$ cat config.mk
export PLATFORM = sky130hd
export DESIGN_NAME = acc_wr_arb_flat
export DESIGN_NICKNAME = d
export VERILOG_FILES = /design/src/rtl/acc_wr_arb_if.sv /design/src/rtl/acc_wr_arb.sv /design/src/flat_wrapper.sv
export SDC_FILE = /design/constraint.sdc
export NUM_CORES = 1
export LEC_CHECK = 0
export ABC_AREA = 1
export CAP_MARGIN = 20
export CORE_ASPECT_RATIO = 0.9
export CORE_UTILIZATION = 50
export CTS_CLUSTER_DIAMETER = 120
export DETAILED_ROUTE_END_ITERATION = 16
export GPL_ROUTABILITY_DRIVEN = 0
export GPL_TIMING_DRIVEN = 0
export PLACE_DENSITY_LB_ADDON = 0.15
export SETUP_SLACK_MARGIN = 0.1
export SYNTH_ARGS = -nofsm -noshare
export SYNTH_HDL_FRONTEND = slang
export SYNTH_SLANG_ARGS = --single-unit
$ cat constraint.sdc
create_clock -name clk_i_awa -period 5.6 [get_ports clk_i_awa]
set_clock_uncertainty 0.1 [all_clocks]
set_input_delay 1.68 -clock clk_i_awa [delete_from_list [all_inputs] [get_ports clk_i_awa]]
set_output_delay 1.68 -clock clk_i_awa [all_outputs]
set_load 0.005 [all_outputs]
$ cat src/rtl/acc_wr_arb_if.sv
// Request/write-port bundle for acc_wr_arb: two request lanes in, one accumulator write port out.
interface acc_wr_arb_if;
    logic [4:0]  wen_vctr0_i_awa;
    logic [31:0] wdata0_i_awa;
    logic        rdy0_o_awa;
    logic [4:0]  wen_vctr1_i_awa;
    logic [31:0] wdata1_i_awa;
    logic        rdy1_o_awa;
    logic [4:0]  acc_wen_vctr_o_awa;
    logic [31:0] acc_wdata_o_awa;
    logic [15:0] pend_mask_o_awa;
    logic [15:0] stall_cnt_o_awa;
    logic        stall_clr_i_awa;

    modport slave (
        input  wen_vctr0_i_awa, wdata0_i_awa, wen_vctr1_i_awa, wdata1_i_awa, stall_clr_i_awa,
        output rdy0_o_awa, rdy1_o_awa, acc_wen_vctr_o_awa, acc_wdata_o_awa,
        output pend_mask_o_awa, stall_cnt_o_awa
    );

    modport master (
        output wen_vctr0_i_awa, wdata0_i_awa, wen_vctr1_i_awa, wdata1_i_awa, stall_clr_i_awa,
        input  rdy0_o_awa, rdy1_o_awa, acc_wen_vctr_o_awa, acc_wdata_o_awa,
        input  pend_mask_o_awa, stall_cnt_o_awa
    );
endinterface

$ cat src/rtl/acc_wr_arb.sv
// Two-lane accumulator write arbiter: per-lane 2-entry FIFOs, round-robin grant,
// registered write port, pending-index mask and saturating stall counter.
module acc_wr_arb (
    input logic         clk_i_awa,
    input logic         rst_i_awa,
    acc_wr_arb_if.slave bus
);
    logic [4:0]  req_vctr [2];
    logic [31:0] req_data [2];
    logic [35:0] mem_q [2][2];
    logic        wr_ptr_q [2];
    logic        rd_ptr_q [2];
    logic [1:0]  cnt_q [2];
    logic [1:0]  cnt_d [2];
    logic [1:0]  req_vld, rdy, push, pop, head_vld;
    logic        rr_q, gnt_vld, gnt_lane, blocked;
    logic [35:0] head;
    logic [4:0]  out_vctr_q;
    logic [31:0] out_data_q;
    logic [15:0] stall_q, stall_d, pend;

    assign req_vctr[0] = bus.wen_vctr0_i_awa;
    assign req_vctr[1] = bus.wen_vctr1_i_awa;
    assign req_data[0] = bus.wdata0_i_awa;
    assign req_data[1] = bus.wdata1_i_awa;
    assign req_vld     = {req_vctr[1][4], req_vctr[0][4]};

    // Ready depends only on registered occupancy, never on this cycle's pop.
    assign rdy      = {cnt_q[1] != 2'd2, cnt_q[0] != 2'd2};
    assign head_vld = {cnt_q[1] != 2'd0, cnt_q[0] != 2'd0};
    assign push     = req_vld & rdy;
    assign blocked  = |(req_vld & ~rdy);

    always_comb begin
        gnt_vld  = |head_vld;
        gnt_lane = (&head_vld) ? rr_q : head_vld[1];
        pop      = {gnt_vld & gnt_lane, gnt_vld & ~gnt_lane};
        head     = mem_q[gnt_lane][rd_ptr_q[gnt_lane]];
        for (int l = 0; l < 2; l++) begin
            cnt_d[l] = cnt_q[l] + {1'b0, push[l]} - {1'b0, pop[l]};
        end
        if (bus.stall_clr_i_awa) begin
            stall_d = 16'h0;
        end else if (blocked && stall_q != 16'hFFFF) begin
            stall_d = stall_q + 16'd1;
        end else begin
            stall_d = stall_q;
        end
    end

    always_comb begin
        pend = 16'h0;
        for (int l = 0; l < 2; l++) begin
            for (int s = 0; s < 2; s++) begin
                if (cnt_q[l] == 2'd2 || (cnt_q[l] == 2'd1 && rd_ptr_q[l] == s[0])) begin
                    pend[mem_q[l][s][35:32]] = 1'b1;
                end
            end
        end
        if (out_vctr_q[4]) begin
            pend[out_vctr_q[3:0]] = 1'b1;
        end
    end

    // Storage needs no reset: occupancy alone decides which slots are meaningful.
    always_ff @(posedge clk_i_awa) begin
        for (int l = 0; l < 2; l++) begin
            if (push[l]) begin
                mem_q[l][wr_ptr_q[l]] <= {req_vctr[l][3:0], req_data[l]};
            end
        end
    end

    always_ff @(posedge clk_i_awa) begin
        if (rst_i_awa) begin
            for (int l = 0; l < 2; l++) begin
                wr_ptr_q[l] <= 1'b0;
                rd_ptr_q[l] <= 1'b0;
                cnt_q[l]    <= 2'd0;
            end
            rr_q       <= 1'b0;
            out_vctr_q <= 5'h0;
            out_data_q <= 32'h0;
            stall_q    <= 16'h0;
        end else begin
            for (int l = 0; l < 2; l++) begin
                wr_ptr_q[l] <= wr_ptr_q[l] ^ push[l];
                rd_ptr_q[l] <= rd_ptr_q[l] ^ pop[l];
                cnt_q[l]    <= cnt_d[l];
            end
            if (gnt_vld) begin
                rr_q       <= ~gnt_lane;
                out_data_q <= head[31:0];
            end
            out_vctr_q <= gnt_vld ? {1'b1, head[35:32]} : 5'h0;
            stall_q    <= stall_d;
        end
    end

    assign bus.rdy0_o_awa         = rdy[0];
    assign bus.rdy1_o_awa         = rdy[1];
    assign bus.acc_wen_vctr_o_awa = out_vctr_q;
    assign bus.acc_wdata_o_awa    = out_data_q;
    assign bus.pend_mask_o_awa    = pend;
    assign bus.stall_cnt_o_awa    = stall_q;
endmodule

$ cat src/flat_wrapper.sv
// flat-port wrapper written by rule: the top's interface ports become plain ports
module acc_wr_arb_flat 
  (clk_i_awa, rst_i_awa, bus_wen_vctr0_i_awa, bus_wdata0_i_awa, bus_wen_vctr1_i_awa, bus_wdata1_i_awa, bus_stall_clr_i_awa, bus_rdy0_o_awa, bus_rdy1_o_awa, bus_acc_wen_vctr_o_awa, bus_acc_wdata_o_awa, bus_pend_mask_o_awa, bus_stall_cnt_o_awa);
  acc_wr_arb_if bus_i ();
  input logic clk_i_awa;
  input logic rst_i_awa;
  input wire logic [$bits(bus_i.wen_vctr0_i_awa)-1:0] bus_wen_vctr0_i_awa;
  input wire logic [$bits(bus_i.wdata0_i_awa)-1:0] bus_wdata0_i_awa;
  input wire logic [$bits(bus_i.wen_vctr1_i_awa)-1:0] bus_wen_vctr1_i_awa;
  input wire logic [$bits(bus_i.wdata1_i_awa)-1:0] bus_wdata1_i_awa;
  input wire logic [$bits(bus_i.stall_clr_i_awa)-1:0] bus_stall_clr_i_awa;
  output wire logic [$bits(bus_i.rdy0_o_awa)-1:0] bus_rdy0_o_awa;
  output wire logic [$bits(bus_i.rdy1_o_awa)-1:0] bus_rdy1_o_awa;
  output wire logic [$bits(bus_i.acc_wen_vctr_o_awa)-1:0] bus_acc_wen_vctr_o_awa;
  output wire logic [$bits(bus_i.acc_wdata_o_awa)-1:0] bus_acc_wdata_o_awa;
  output wire logic [$bits(bus_i.pend_mask_o_awa)-1:0] bus_pend_mask_o_awa;
  output wire logic [$bits(bus_i.stall_cnt_o_awa)-1:0] bus_stall_cnt_o_awa;
  assign bus_i.wen_vctr0_i_awa = bus_wen_vctr0_i_awa;
  assign bus_i.wdata0_i_awa = bus_wdata0_i_awa;
  assign bus_i.wen_vctr1_i_awa = bus_wen_vctr1_i_awa;
  assign bus_i.wdata1_i_awa = bus_wdata1_i_awa;
  assign bus_i.stall_clr_i_awa = bus_stall_clr_i_awa;
  assign bus_rdy0_o_awa = bus_i.rdy0_o_awa;
  assign bus_rdy1_o_awa = bus_i.rdy1_o_awa;
  assign bus_acc_wen_vctr_o_awa = bus_i.acc_wen_vctr_o_awa;
  assign bus_acc_wdata_o_awa = bus_i.acc_wdata_o_awa;
  assign bus_pend_mask_o_awa = bus_i.pend_mask_o_awa;
  assign bus_stall_cnt_o_awa = bus_i.stall_cnt_o_awa;
  acc_wr_arb u_core (.clk_i_awa(clk_i_awa), .rst_i_awa(rst_i_awa), .bus(bus_i));
endmodule
# == Word-level counts from Yosys, hierarchy flattened ==
# Memories as Yosys holds them, arrays and structs flattened.
# Index checks and enable logic that the tools add are counted.
# word_totals
regBits,54
ramBits,152
output_inout_bits,71
n_memories,4
# mem_list
memory,words,word_bits,rd,rd_ports_with_merged_regs,write_ports,line_no,rtl
u_core.mem_q,2,72,3,0,2,acc_wr_arb.sv:10,logic [35:0] mem_q [2][2];
u_core.cnt_q,2,2,2,0,2,acc_wr_arb.sv:13,logic [1:0] cnt_q [2];
u_core.rd_ptr_q,2,1,3,0,2,acc_wr_arb.sv:12,logic rd_ptr_q [2];
u_core.wr_ptr_q,2,1,2,0,2,acc_wr_arb.sv:11,logic wr_ptr_q [2];
# op_classes
add_sub_neg,5
magnitude_cmp,15
eq_ne,7
mux,37
bitwise,26
n_reduce_logical,23
# ops
op,count
36-bit two-way mux,5
72-bit two-way mux,2
16-bit two-way mux,5
36-bit demux with 1-bit select,2
16-bit bitwise OR,4
4-bit by 5-bit less-than comparator with 1-bit output (second input constant),5
1-bit demux with 4-bit select,5
4-bit by 1-bit >= comparator with 1-bit output (second input constant),5
16-bit by 1-bit adder with 16-bit output (second input constant),1
16-bit inequality test (second input constant),1
1-bit two-way mux,15
1-bit logical AND,12
2-bit OR reduction,4
2-bit >= comparator (second input constant),3
1-bit inverter with 2-bit output,3
1-bit bitwise OR,6
5-bit two-way mux,1
2-bit by 1-bit adder with 2-bit output,2
2-bit bitwise AND,2
2-bit by 1-bit == test with 1-bit output (second input constant),2
2-bit == test (second input constant),2
1-bit logical OR,4
2-bit by 1-bit less-than comparator with 1-bit output (second input constant),2
2-bit two-way mux,2
other kinds (8),18

# == Depth between registers and ports, before layout ==
# logic_depth
ltp_word,13
mapped_depth,12
depth_no_buf,11

# == Worst setup path before layout ==
# No wires, ideal clock.
# synth_path
kind,input-to-reg
start,input port bus_wen_vctr0_i_awa[4]
end,"memory u_core.mem_q[0][0] (netlist name), enable pin"
setup_time_ns,0.397
t_arrival_ns,2.958
path_slack_ns,2.146
path_stages,2
path_cell_list,a21boi_0 > ha_1
# synth_rtl
item,line_no,rtl
"start, declared",flat_wrapper.sv:7,input wire logic [$bits(bus_i.wen_vctr0_i_awa)-1:0] bus_wen_vctr0_i_awa;
"end, declared",acc_wr_arb.sv:10,

==> results <==
- The portion of total power attributed to combinational logic is 37.9%.
- The number of clock buffers added by TritonCTS is 21.
- Setup repair after global routing left no endpoint under its margin.
- The total power divided by cell area is 491 mW/mm².
- The tree is rooted in a sky130_fd_sc_hd__clkbuf_16.
- The flop and latch count out of synthesis is 206.
- Using the TritonRoute via totals, the vias-per-cell ratio works out to 5.24.
- The number of diodes added for antenna fixing is 0.
- The classification of the worst setup path is register to primary output.
- The layout overhead on the synthesized area is 28.6%.
- Summed over all failing endpoints, the final setup total negative slack is 0 ps.
- The final layout contains 1197 nets.
- The launching instance or port of the critical path is u_core.rd_ptr_q[1].
- The core footprint is 0.0172 mm².
- In this run the critical register-to-register path is launched from u_core.cnt_q[0][0].
- The buffer levels on the longest clock path is 3.
- In this run the worst path has a maximum fanout of 10.
- The wire length of the first global-routing pass is 34.2 mm.
- The total power is 5.62 mW.
- The worst setup slack after layout is 1370 ps.
- The amount of wire on met3 after detailed routing is 1.44 mm.
- The number of nets in the synthesized netlist is 1024.
- The HPWL reported at the end of detailed placement is 15.3 mm.
- During synthesis, Yosys emitted a total of 0 warnings.
- The nature of the critical path startpoint is a register.
- Before CTS, the worst setup slack after placement is 1770 ps.
- The residual DRC count is 0.
- The number of top-level pins is 148.
- After synthesis, flip-flops and latches occupy 62.5% of the total area.
- The H-tree depth is 1.
- Cells fill 66.7% of the core in the end.
- Across the run, the number of max-cap violations was 0.
- Buffers placed on the I/O ports in this run total 146.
- Summed over all instances, the cell type with the most area after synthesis is sky130_fd_sc_hd__edfxtp_1.
- The timing endpoint of the critical path is bus_pend_mask_o_awa[12].
- The total overflow reported by the global router is 0.
- The average instance in the mapped netlist occupies 9.50 µm².
- The routed length on met2 is 10.4 mm.
- The number of clock sinks is 206.
- The max-slew violation count is 0.
- For this block, the initial DRC count from the detailed router was 492.
- Setup violations remaining at the end of the flow were counted as 0.
- Routed signal wires occupy layers up through met4.
- Clock-pin slew was measured on the worst setup and hold paths at 60 ps.
- The commonest cells after synthesis are sky130_fd_sc_hd__nand2_1 (311), sky130_fd_sc_hd__edfxtp_1 (144), sky130_fd_sc_hd__nand3_1 (95).
- Summed over its instances, the top area cell type makes up 48.5% of the synthesized netlist area.
- The number of hold buffers added after cts is 0.
- The number of antenna violations at the first check in global routing is 0.
- The clock group share of total power is 25.1%.
- The register-to-register setup slack is 3410 ps.
- Across the VDD grid, the largest voltage drop is 0.000281 V.
- The tightest hold path in the finished design has a slack of 348 ps.
- The via count is 7131.
- The global-route usage over all layers is 24.4%.
- In this run the tightest slew margin relative to its limit is 54.6%.
- The clock latency of the later-clocked register in the worst-skew pair is 490 ps.
- After clock tree synthesis, the repair step resized 0 gates.
- Counting flops with a built-in enable in the synthesized netlist gives 144.
- In the synthesized netlist the dominant register cell turns out to be sky130_fd_sc_hd__edfxtp_1.
- The die width is 143 µm.
- After layout, the worst path uses 75.5% of the clock period.
- After synthesis, the share of flip-flops with an asynchronous set or reset is 0%.
- The floorplan step defined a die boundary enclosing 0.0184 mm².
- The transition time at the pin with the least slew margin is 681 ps.
- The count of endpoints failing hold in the final timing report was 0.
- The fraction of power spent switching nets is 36.2%.
- The arrival time at the worst endpoint is 2450 ps.
- The number of instances in the synthesized netlist is 938.
- The post-synthesis cell area is 0.00891 mm².
- In the post-synthesis netlist, the cell with the most instances is sky130_fd_sc_hd__nand2_1.
- The total leakage power is 4.43 nW.
- The number of iterations in the first detailed-routing pass is 5.
- The minimum clock period is 4230 ps.
- The tightest min-delay check is of the register to register type.
- The number of placement rows is 45.
- Summed over all nets, the switching power comes to 2.03 mW.
- The flow ran to the end, and the final reports show no timing, DRC or antenna violations.
- The capturing point of the worst reg2reg path is u_core.mem_q[0][61].
- The kind of capture point of the worst setup path is a primary output.
- The number of buffers inserted by post-CTS setup repair is 0.
- The internal portion of the total power is 3.59 mW.
- For this configuration, the core starts out at a cell density of 51.9%.
- In the final routing, the length of wire on met1 measures 9.79 mm.
- Based on the critical path, the design can be clocked at up to 236 MHz.
- Of the cells placed in the final design, the portion with a size suffix greater than 1 is 6.84%.
- The via count of the first global-routing pass is 6576.
- The die is 129 µm tall.
- Measured in cells, the most critical reg-to-reg path has a length of 4.
- Synthesis instantiated 32 different standard cells from the library.
- In this run the remaining antenna-violating nets after routing total 0.
- After synthesis, the cell types taking the most area are sky130_fd_sc_hd__edfxtp_1 (49%), sky130_fd_sc_hd__dfxtp_1 (14%), sky130_fd_sc_hd__nand2_1 (13%).
- The clock tree from TritonCTS is done.
- The share of total power in sequential cells is 37.0%.
- Dividing the detail-routed wire length by the instance count gives 16.2 µm.
- The largest net degree at the start of global routing is 30.
- For the worst setup path, the data required time is 3820 ps.
- After detailed routing, the total wire length is 22.1 mm.
==> sequential cells by signal, summed over array words and instances (netlist names) <==
signal,cells
u_core.mem_q,144
u_core.bus.acc_wdata_o_awa,32
u_core.bus.stall_cnt_o_awa,16
u_core.bus.acc_wen_vctr_o_awa,5
u_core.cnt_q,4
u_core.rd_ptr_q,2
u_core.wr_ptr_q,2
u_core.rr_q,1
==> routing by layer <==
metal | track usage, % | vias up
met4 | 6.07 | 0
met2 | 41.3 | 263
met1 | 33.5 | 3318
li1 | - | 3517
met3 | 3.39 | 33
met5 | 0 | -
==> cells by family after synthesis <==
family,Yosys count,share of synthesized area (%)
compound gates,66,4.31
xor+xnor,8,0.787
fa+ha+maj,9,1.26
buf+inv,102,5.09
flops,206,62.5
simple gates,547,26.1
==> critical path: stages, from the launching register on <==
cell,delay [ps]
sky130_fd_sc_hd__dfxtp_1,360
sky130_fd_sc_hd__inv_1,120
sky130_fd_sc_hd__o21ai_2,390
sky130_fd_sc_hd__nand2_1,170
sky130_fd_sc_hd__o21ai_0,250
sky130_fd_sc_hd__inv_1,80
sky130_fd_sc_hd__o211ai_1,90
sky130_fd_sc_hd__clkdlybuf4s50_1,520
==> through the flow <==
stage | instance area [µm²] | cells
after global placement | 10700 | 1319
after floorplan | 8910 | 938
after detailed placement | 10800 | 1323
after CTS | 11500 | 1360
after global routing | 11500 | 1360
final | 11500 | 1360
==> cell type report <==
type | instances | area, µm²
repair buffers | 150 | 1540
fillers | 1343 | 5720
clock buffers | 28 | 572
well taps | 235 | 294
clock inverters | 9 | 126
inverters | 68 | 255
multi-input cells | 630 | 2900
flip-flops and latches | 206 | 5570
plain buffers | 34 | 198
==> cells in the final DEF, fill, tap and decap left out, drive strengths merged <==
cell type,Yosys,routed
bufinv,0,3
o211ai,2,2
o22ai,17,17
nand2,314,314
clkbuf,7,35
edfxtp,144,144
nand4,36,36
xnor2,3,3
buf,27,31
clkdlybuf4s50,0,146
a21boi,1,1
dfxtp,62,62
nand3,96,96
clkinvlp,0,1
ha,9,9
nor3,11,11
nor2,89,89
xor2,5,5
a211oi,1,1
a21oi,17,17
inv,68,69
o21ai,28,28
clkinv,0,4
or2,1,1
==> power groups by stage <==
stage,Sequential (mW),Combinational [mW],Clock [mW]
detailed placement,2.11,2.13,0
global route,2.11,2.35,1.48
floorplan,2.09,1.27,0
CTS,2.08,2.14,1.43
finish,2.08,2.13,1.41
global placement,2.11,2.06,0
==> worst min path at each step <==
stage	start	endpoint	slack, ps	depth (start not counted)
finish	u_core.bus.acc_wdata_o_awa[20]	u_core.bus.acc_wdata_o_awa[20]	350	2
global route	u_core.bus.acc_wdata_o_awa[13]	u_core.bus.acc_wdata_o_awa[13]	370	2
CTS	u_core.bus.acc_wdata_o_awa[20]	u_core.bus.acc_wdata_o_awa[20]	350	2
detailed placement	u_core.bus.acc_wdata_o_awa[20]	u_core.bus.acc_wdata_o_awa[20]	340	2
global placement	u_core.bus.acc_wdata_o_awa[22]	u_core.bus.acc_wdata_o_awa[22]	340	2
floorplan	u_core.rd_ptr_q[0]	u_core.rd_ptr_q[0]	340	1
Note: power is estimated with default switching activity, not from simulation.
